<file path="config.mk">
export PLATFORM = sky130hd
export DESIGN_NAME = approx_adder_err_monitor
export DESIGN_NICKNAME = d
export VERILOG_FILES = /design/src/rtl/approx_adder_err_monitor.sv
export SDC_FILE = /design/constraint.sdc
export NUM_CORES = 1
export LEC_CHECK = 0
export CAP_MARGIN = 20
export CORE_MARGIN = 3
export CORE_UTILIZATION = 56
export CTS_BUF_LIST = sky130_fd_sc_hd__clkbuf_2 sky130_fd_sc_hd__clkbuf_4 sky130_fd_sc_hd__clkbuf_8
export CTS_CLUSTER_SIZE = 14
export DETAILED_ROUTE_END_ITERATION = 12
export PLACE_DENSITY = 0.89
export SLEW_MARGIN = 20
export SYNTH_ARGS = -nofsm -noshare
export SYNTH_HDL_FRONTEND = slang
export SYNTH_SLANG_ARGS = --single-unit
</file>
<file path="constraint.sdc">
create_clock -name clk -period 3.4 [get_ports clk]
set_input_delay 0.34 -clock clk [delete_from_list [all_inputs] [get_ports clk]]
set_output_delay 0.34 -clock clk [all_outputs]
set_load 0.01 [all_outputs]
</file>
<file path="src/rtl/approx_adder_err_monitor.sv">
// Streaming error-statistics engine: compares NUM_CH approximate adder results against
// the exact sum and accumulates per-channel error count, SAED and max error distance.
module approx_adder_err_monitor #(
  parameter int N       = 8,
  parameter int NUM_CH  = 3,
  parameter int SAMPLES = 256,
  localparam int CW     = $clog2(SAMPLES + 1),
  localparam int RW     = (NUM_CH > 1) ? $clog2(NUM_CH) : 1,
  localparam int SW     = N + 1 + CW,
  localparam int EW     = N + 1
) (
  input  logic                 clk,
  input  logic                 rst,
  input  logic                 start,
  input  logic                 in_valid,
  output logic                 in_ready,
  input  logic [N-1:0]         in_a,
  input  logic [N-1:0]         in_b,
  input  logic [NUM_CH*EW-1:0] in_approx,
  output logic                 busy,
  output logic                 done,
  input  logic [RW-1:0]        rd_ch,
  output logic [CW-1:0]        rd_err_cnt,
  output logic [SW-1:0]        rd_saed,
  output logic [EW-1:0]        rd_max_ed
);

  typedef enum logic [1:0] {IDLE, RUN, DRAIN, DONE} state_t;

  state_t          state_q, state_d;
  logic [CW-1:0]   cnt_q, cnt_d;
  logic            clr;
  logic            vld_p0, vld_p1, vld_p2;
  logic            last_acc;

  logic [EW-1:0]   exact_p1;
  logic [EW-1:0]   approx_p1 [NUM_CH];
  logic [EW-1:0]   ed_p2     [NUM_CH];
  logic [NUM_CH-1:0] nz_p2;

  logic [CW-1:0]   err_cnt_q [NUM_CH];
  logic [CW-1:0]   err_cnt_d [NUM_CH];
  logic [SW-1:0]   saed_q    [NUM_CH];
  logic [SW-1:0]   saed_d    [NUM_CH];
  logic [EW-1:0]   max_q     [NUM_CH];
  logic [EW-1:0]   max_d     [NUM_CH];

  // Unsigned distance between two EW-bit values, via a one-bit-wider signed difference.
  function automatic logic [EW-1:0] abs_dist(input logic [EW-1:0] x, input logic [EW-1:0] y);
    logic signed [EW:0] d;
    d = $signed({1'b0, x}) - $signed({1'b0, y});
    if (d < 0) d = -d;
    return d[EW-1:0];
  endfunction

  assign in_ready = (state_q == RUN);
  assign busy     = (state_q == RUN) || (state_q == DRAIN);
  assign done     = (state_q == DONE);
  assign vld_p0   = in_valid && in_ready;
  assign last_acc = vld_p0 && (cnt_q == CW'(SAMPLES - 1));

  always_comb begin
    state_d = state_q;
    clr     = 1'b0;
    cnt_d   = cnt_q;
    case (state_q)
      IDLE:  if (start) begin state_d = RUN; clr = 1'b1; end
      RUN:   if (last_acc) state_d = DRAIN;
      DRAIN: if (!vld_p1 && !vld_p2) state_d = DONE;
      DONE:  if (start) begin state_d = RUN; clr = 1'b1; end
      default: state_d = IDLE;
    endcase
    if (clr) cnt_d = '0;
    else if (vld_p0) cnt_d = cnt_q + CW'(1);
  end

  always_comb begin
    for (int k = 0; k < NUM_CH; k++) begin
      err_cnt_d[k] = err_cnt_q[k];
      saed_d[k]    = saed_q[k];
      max_d[k]     = max_q[k];
      if (clr) begin
        err_cnt_d[k] = '0;
        saed_d[k]    = '0;
        max_d[k]     = '0;
      end else if (vld_p2) begin
        err_cnt_d[k] = err_cnt_q[k] + CW'(nz_p2[k]);
        saed_d[k]    = saed_q[k] + SW'(ed_p2[k]);
        max_d[k]     = (ed_p2[k] > max_q[k]) ? ed_p2[k] : max_q[k];
      end
    end
  end

  always_ff @(posedge clk or posedge rst) begin
    if (rst) begin
      state_q <= IDLE;
      cnt_q   <= '0;
      vld_p1  <= 1'b0;
      vld_p2  <= 1'b0;
      for (int k = 0; k < NUM_CH; k++) begin
        err_cnt_q[k] <= '0;
        saed_q[k]    <= '0;
        max_q[k]     <= '0;
      end
    end else begin
      state_q <= state_d;
      cnt_q   <= cnt_d;
      vld_p1  <= vld_p0;
      vld_p2  <= vld_p1;
      for (int k = 0; k < NUM_CH; k++) begin
        err_cnt_q[k] <= err_cnt_d[k];
        saed_q[k]    <= saed_d[k];
        max_q[k]     <= max_d[k];
      end
    end
  end

  // Stage 1: exact sum with carry; stage 2: per-channel distance and nonzero flag
  always_ff @(posedge clk) begin
    if (vld_p0) begin
      exact_p1 <= {1'b0, in_a} + {1'b0, in_b};
      for (int k = 0; k < NUM_CH; k++) approx_p1[k] <= in_approx[k*EW +: EW];
    end
    if (vld_p1) begin
      for (int k = 0; k < NUM_CH; k++) begin
        ed_p2[k] <= abs_dist(exact_p1, approx_p1[k]);
        nz_p2[k] <= (exact_p1 != approx_p1[k]);
      end
    end
  end

  always_comb begin
    rd_err_cnt = '0;
    rd_saed    = '0;
    rd_max_ed  = '0;
    for (int k = 0; k < NUM_CH; k++) begin
      if (rd_ch == RW'(k)) begin
        rd_err_cnt = err_cnt_q[k];
        rd_saed    = saed_q[k];
        rd_max_ed  = max_q[k];
      end
    end
  end

endmodule
</file>
# Word-level counts from Yosys, hierarchy flattened
# Memories as Yosys holds them, arrays and structs flattened.
# Cells that the tools add are included.
# W data, S select, Z words.
# totals
reg_bits,133
ram_bits,54
in_bits,49
out_inout_bits,39
word_cells,115
n_memories,2
# memory_table
name,words,word_bits,rd,rd_clocked_by_memory_dff,wr,line,source
approx_p1,3,9,3,0,3,37,logic [EW-1:0] approx_p1 [NUM_CH];
ed_p2,3,9,3,0,3,38,logic [EW-1:0] ed_p2 [NUM_CH];
# op_classes
addsub,14
n_lt_le_gt_ge,6
n_eq_ne,12
n_mux,48
reduce_logical,18
# op_table
operator,count
$mux W9,29
$mux W18,9
$add A18 B9 Y18,3
$lt A10 B1 Y1 const B,3
$sub A9 B9 Y10,3
$add A9 B1 Y9,3
$gt A9 B9 Y1,3
$ne A9 B9 Y1,3
$neg A9 Y9,3
$reduce_bool A2 Y1,5
$add A8 B8 Y9,1
$add A9 B1 Y9 const B,1
$eq A9 B8 Y1 const B,1
$eq A2 B2 Y1 const B,3
$mux W1,6
$mux W2,3
$ne A2 B1 Y1 const B,3
$pmux W2 S3,1
$reduce_and A2 Y1,3
$eq A2 B1 Y1 const B,2
$logic_not A2 Y1,2
$logic_and A1 B1 Y1,3
$reduce_and A3 Y1,1
$logic_not A1 Y1,2
other kinds (2),2

# Longest topological paths before layout
# Gate-level depths: netlist of run 1.
# logic_depth
ltp_word,5
depth_mapped,11
depth_no_buf,11

# Least setup slack after synthesis of run 1
# OpenSTA, ideal clock, no wires.
# synth_path
path_type,register -> register
from,reg state_q[1]
to,reg cnt_q[5]
setup_time_ps,78
arrival_time_ps,2934
required_time_ps,3322
slack_ps,388
path_stages_with_launch,8
n_path_buf,1
period_less_slack_ps,3012
cell_sequence,dfrtp_1 inv_1 ha_1 and2_1 clkbuf_1 nand4_1 or3_1 a21oi_1
# synth_via
word_cells_on_any_way,8
classes_between,eq/ne (2); mux (2); reduce/logical (4)
# synth_rtl
item,line,source
from (decl),30,"state_t state_q, state_d;"
from (signal assigned),106,state_q <= state_d;
$eq A2 B1 Y1,56,assign in_ready = (state_q == RUN);
named net in_ready,16,"output logic in_ready,"
$logic_and A1 B1 Y1,59,assign vld_p0 = in_valid && in_ready;
named net vld_p0,33,"logic vld_p0, vld_p1, vld_p2;"
$reduce_bool A2 Y1 (no source line),-,
to (signal assigned),107,cnt_q <= cnt_d;
to (decl),31,"logic [CW-1:0] cnt_q, cnt_d;"
# The timed path passes the listed nets, and every way through them passes these cells.
# A chain may end at the register's enable or synchronous reset.

==> results.yml, run 1 <==
layout:
  area_delta_synth_final_pct: 13.5
  final_util_pct: 65.3
  post_layout_nonfiller_instances: 1639
  fill_cells: 1633
  drive_gt1_share_pct: 5.50
  n_antenna_cell: 0
  layout.nets: 1514
timing:
  maxSlewViolCount: 0
  finalHoldViolations: 0
  fin_crit_ns: 2.90
  setup_viol: 0
  tightest_slew_ns: 1.05
  slew_headroom_pct: 28.2
  skew_ns: 0.0122
  setup_tns_ns: 0
  fmax_mhz: 345
  rsz0062_at_grt: "no"
  finalCritPeriodShare_pct: 85.3
drt:
  initialDrtViolationCount: 790
  drc: 0
  viasPerCell: 5.95
  ant_nets: 0
  vias: 9759
  drt-total-wl_um: 27600
  routedWlPerCell_um: 16.8
  first_pass_iters: 7
logic_synthesis:
  ys_ff_latch: 187
  ys_seq_area_share_pct: 41.2
  synth_edf_count: 66
  synth.top_cells.by_count: "dfrtp_1 (121), nand2_1 (118), nor2_1 (113), ha_1 (107), inv_1 (86)"
  yosysTopAreaCell: "dfrtp_1"
  synthCells: 1266
  synth_cell_type_count: 63
  async_reset_ff_share_pct: 64.7
  ys.flop_type: "dfrtp_1"
  syn_area_per_cell_um2: 9.60
  mappedNetlistArea_mm2: 0.0122
  yosys.cell_count.top_type: "dfrtp_1"
  synthTopCellsByArea: "dfrtp_1 (25%), edfxtp_1 (16%), ha_1 (11%)"
  syn_nets: 1429
  yosysWarnings: 0
  yosys.area.top_type_share_pct: 24.9
place:
  place.gp.congestion: 0.980
  place.port_buffers: 87
  post-place-cells: 1607
  hpwl_um: 20600
clocking:
  cts-htree-levels: 4
  numClockSinks: 187
  ctsHoldBuffers: 0
  clk_path_buf_depth: 2
  cts_resized: 0
  root_buffer: "clkbuf_8"
  post-cts-setup-buffer-count: 0
  cts_buffers: 17
  insertion_delay_ns: 0.48
  clk_pin_slew_ns: 0.10
  cts_tree: "done"
grt:
  grt_pass1_wl_um: 46000
  grt_overflow: 0
  grt_max_degree: 54
  antenna_found_initial: 0
  grt_util_all_layers_pct: 23.6
  grt_pass1_vias: 9680
die:
  num_io_pins: 88
  core_mm2: 0.0212
  num_rows: 53
  die-width_um: 153
  die-area_mm2: 0.0235
  dieHeight_um: 153
  start_util_pct: 57.5
power_and_ir_drop:
  pwr-share-clk_pct: 15.9
  switchingPower_uw: 4110
  p_comb_share_pct: 48.6
  cellLeakagePower_uw: 0.00597
  p_sw_share_pct: 42.2
  p_int_uw: 5640
  ir_drop_uv: 389
  power.density_mw_per_mm2: 706
  seq_power_share_pct: 35.5
critical_path:
  end_kind: "flip-flop"
  critPathBufInv: 0
  critical_path.max_fanout: 6
  arrival_ns: 3.27
  critical_path.slowest_cell: "a2111oi_0"
  startpoint_type: "flip-flop"
  criticalPathCategory: "reg -> reg"
  critPathTopFamily: "compound AO/OA/AOI/OAI gates"
  cpPeakStageDelay_ns: 0.93
  required_ns: 3.77
  cp_cell_sequence: "ha_1 -> and3_1 -> a2111oi_0 -> o22ai_1 -> nand3_1 -> xor2_1 -> nor2_1"
run:
  drv_cap: 0
outcome:
  status: "completed"
min_path:
  hold_class: "in -> async"
## final cells by class
| type | count | area [um^2] | share of cell area [%] |
|---|---|---|---|
| clock buffer | 18 | 248 | 1.79 |
| inverter | 87 | 330 | 2.39 |
| multi-input combinational | 950 | 6660 | 48.3 |
| tap | 275 | 344 | 2.49 |
| timing repair buffer | 108 | 1050 | 7.60 |
| clock inverter | 14 | 158 | 1.14 |
| sequential | 187 | 5010 | 36.3 |
## cell usage in the layout, fill, tap and decap left out, types with 25 or more instances in the layout
cell	n
nand3_1	36
a21o_1	30
nand2_1	118
nand4_1	25
dfrtp_1	120
ha_1	107
mux2i_1	76
edfxtp_1	66
nor2_1	113
xor2_1	43
o21ai_0	77
a21oi_1	66
clkdlybuf4s50_1	86
xnor2_1	43
inv_1	85
## power by group through the flow
stage | clock, uW | sequential [uW] | combinational, uW
global route | 1660 | 3510 | 5300
floorplan | 0 | 3320 | 3490
CTS | 1560 | 3450 | 4710
detailed placement | 0 | 3490 | 4660
finish | 1550 | 3460 | 4740
global placement | 0 | 3470 | 4440
## per-layer routing
layer	GRT usage (%)	vias to the layer above	share of wire [%]
met5	0	-	0
met3	4.53	51	6.8
met4	7.61	0	2.4
met1	30.0	4678	41
li1	-	4693	-
met2	41.0	337	50
## logic make-up (layout without fill, tap and decap cells)
| family | count (synthesis) | after routing | synth area share, % |
|---|---|---|---|
| buffers and inverters | 129 | 227 | 4.02 |
| DFF | 187 | 187 | 41.2 |
| adders and majority gates | 114 | 114 | 12.2 |
| muxes | 80 | 80 | 6.63 |
| AOI/OAI and AO/OA | 265 | 265 | 13.9 |
| xor gates and xnor gates | 86 | 86 | 6.20 |
| and+or+nand+nor | 405 | 405 | 15.8 |
## worst paths after layout
path / endpoint / cells past startpoint / start / slack, ns
setup / recovery: saed_q[53] / 7 / ed_p2[0][4] / 0.50
min in group clk: approx_p1[0][10] / 1 / in_approx[10] / 0.41
hold / removal: err_cnt_q[8] / 2 / rst / 0.29
max in group asynchronous: vld_p2 / 3 / rst / 2.40
hold reg to reg: cnt_q[5] / 2 / cnt_q[5] / 0.56
setup reg to reg: saed_q[53] / 7 / ed_p2[0][4] / 0.50
## metrics by stage
step,instance area (um^2),power (uW),hold WS [ns],setup WS [ns]
2_1_floorplan,12200,6810,0.439,0.388
3_3_place_gp,13400,7910,0.520,0.673
3_5_place_dp,13400,8150,0.537,0.581
4_1_cts,13800,9720,0.294,0.555
5_1_grt,13800,10500,0.341,0.419
6_report,13800,9750,0.289,0.501
## worst reg2reg max path, delay by kind of cell (launching register included)
kind,cells,cell delay [ns]
DFF,1,0.45
adders and majority gates,1,0.38
and+or+nand+nor,3,0.48
xor gates and xnor gates,1,0.17
AOI/OAI and AO/OA,2,1.30
## sequential cells by signal (all words and copies together) (netlist names)
name,count
cnt_q,9
vld_p1,1
max_q,27
nz_p2,3
approx_p1,27
state_q,2
ed_p2,27
vld_p2,1
err_cnt_q,27
saed_q,54
exact_p1,9
No activity file was read; power rests on OpenSTA's default activity.
==> run 2: changes to the inputs <==
--- a/config.mk
+++ b/config.mk
@@ -6,12 +6,12 @@
 export NUM_CORES = 1
 export LEC_CHECK = 0
 export CAP_MARGIN = 20
-export CORE_MARGIN = 3
 export CORE_UTILIZATION = 56
 export CTS_BUF_LIST = sky130_fd_sc_hd__clkbuf_2 sky130_fd_sc_hd__clkbuf_4 sky130_fd_sc_hd__clkbuf_8
+export CTS_CLUSTER_DIAMETER = 200
 export CTS_CLUSTER_SIZE = 14
 export DETAILED_ROUTE_END_ITERATION = 12
-export PLACE_DENSITY = 0.89
+export PLACE_DENSITY = 0.8
 export SLEW_MARGIN = 20
 export SYNTH_ARGS = -nofsm -noshare
 export SYNTH_HDL_FRONTEND = slang
==> run 2 against run 1 <==
Net effect:
- via count fell by 2.4%
- count of clock-buffer cells in the layout is the same
- sequential share of layout area is 0.12 points higher
- non-clock buffer count is 3 lower
- routed wire length down 2.7%
- cell area fell by 0.32%
==> results.yml, run 2 (synthesis results as in run 1) <==
clocking:
  cts_buffers: 17
  insertion_delay_ns: 0.48
  numClockSinks: 187
  post-cts-setup-buffer-count: 0
  ctsHoldBuffers: 0
  clk_pin_slew_ns: 0.11
  clk_path_buf_depth: 2
  root_buffer: "clkbuf_8"
  cts_resized: 0
  cts-htree-levels: 4
  cts_tree: "done"
place:
  placed_cell_area_mm2: 0.0134
  hpwl_um: 20000
  place.gp.congestion: 0.886
  place.port_buffers: 87
  post-place-cells: 1604
timing:
  finalCritPeriodShare_pct: 83.1
  finalHoldViolations: 0
  skew_ns: 0.0178
  tightest_slew_ns: 0.819
  maxSlewViolCount: 0
  rsz0062_at_grt: "no"
  fin_crit_ns: 2.82
  fmax_mhz: 354
  slew_headroom_pct: 44.0
  setup_viol: 0
  setup_tns_ns: 0
critical_path:
  end_kind: "flip-flop"
  startpoint_type: "flip-flop"
  required_ns: 3.64
  arrival_ns: 3.07
  critical_path.max_fanout: 4
  r2r_cells: 10
  criticalPathCategory: "reg -> reg"
drt:
  ant_nets: 0
  viasPerCell: 5.82
  drt-total-wl_um: 26800
  routedWlPerCell_um: 16.4
  drc: 0
  first_pass_iters: 4
  initialDrtViolationCount: 513
  vias: 9529
power_and_ir_drop:
  cellLeakagePower_uw: 0.00596
  finalPower_uw: 9630
  power.density_mw_per_mm2: 700
  ir_drop_uv: 367
layout:
  finalInstanceArea_mm2: 0.0138
  layout_commonest_cell: "dfrtp_1"
  top_register: "saed_q"
  post_layout_nonfiller_instances: 1636
  final_cell_mix: "dfrtp_1 (120), nand2_1 (118), nor2_1 (113)"
  drive_gt1_share_pct: 5.29
  layout.nets: 1511
  area_delta_synth_final_pct: 13.2
  largest_reg_flops: 54
  n_antenna_cell: 0
grt:
  grt_overflow: 0
  grt_pass1_vias: 9349
  grt_util_all_layers_pct: 25.6
  grt_max_degree: 122
  antenna_found_initial: 0
  grt_pass1_wl_um: 44600
die:
  start_util_pct: 57.5
  die-area_mm2: 0.0223
  num_rows: 53
  core_mm2: 0.0212
  dieHeight_um: 149
  num_io_pins: 88
  die-width_um: 149
run:
  drv_cap: 0
outcome:
  status: "completed"
min_path:
  hold_class: "in -> async"
-- run 2: power by group --
group	switching [uW]	leakage, uW	internal (uW)
logic	2680	0.00350	1950
clock network	892	0.000205	624
registers	519	0.00225	2960
-- run 2: layout make-up --
class / instances / area, um^2
clock inverters: 14 / 155
repair buffers: 105 / 1010
inverters: 87 / 330
fillers: 1716 / 7390
flip-flops and latches: 187 / 5010
clock buffers: 18 / 241
multi-input cells: 950 / 6660
well taps: 275 / 344
-- run 2: path summary, 6_finish.rpt --
kind,slack (ns),end,start
setup / recovery,0.58,ed_p2[0][17],exact_p1[0]
hold / removal,0.39,err_cnt_q[6],rst
setup reg to reg,0.58,ed_p2[0][17],exact_p1[0]
hold reg to reg,0.55,err_cnt_q[8],err_cnt_q[8]
max in group asynchronous,2.50,max_q[10],rst
min in group clk,0.41,approx_p1[0][20],in_approx[20]
-- run 2: routing by layer --
| layer | GRT usage [%] | up-vias | share of wire [%] |
|---|---|---|---|
| li1 | - | 4679 | - |
| met1 | 32.2 | 4590 | 44 |
| met2 | 44.3 | 224 | 50 |
| met3 | 4.07 | 36 | 4.1 |
| met4 | 9.08 | 0 | 2.1 |
| met5 | 0 | - | 0 |
-- run 2: stage by stage --
| stage | hold slack (ns) | utilization [%] | setup slack (ns) |
|---|---|---|---|
| after floorplan | 0.439 | - | 0.388 |
| after global placement | 0.523 | 63.2 | 0.660 |
| after detailed placement | 0.536 | 63.2 | 0.615 |
| after CTS | 0.385 | 65.0 | 0.591 |
| after global routing | 0.381 | 65.0 | 0.315 |
| final | 0.387 | 65.0 | 0.576 |
-- run 2: worst max-delay path: stages (launching register included) --
cell,delay [ns]
edfxtp_1,0.37
inv_1,0.15
ha_1,0.21
inv_1,0.06
fa_1,0.39
xnor2_1,0.36
nand3b_1,0.13
mux2i_1,0.23
or4b_1,0.45
o21bai_1,0.17
xnor2_1,0.07
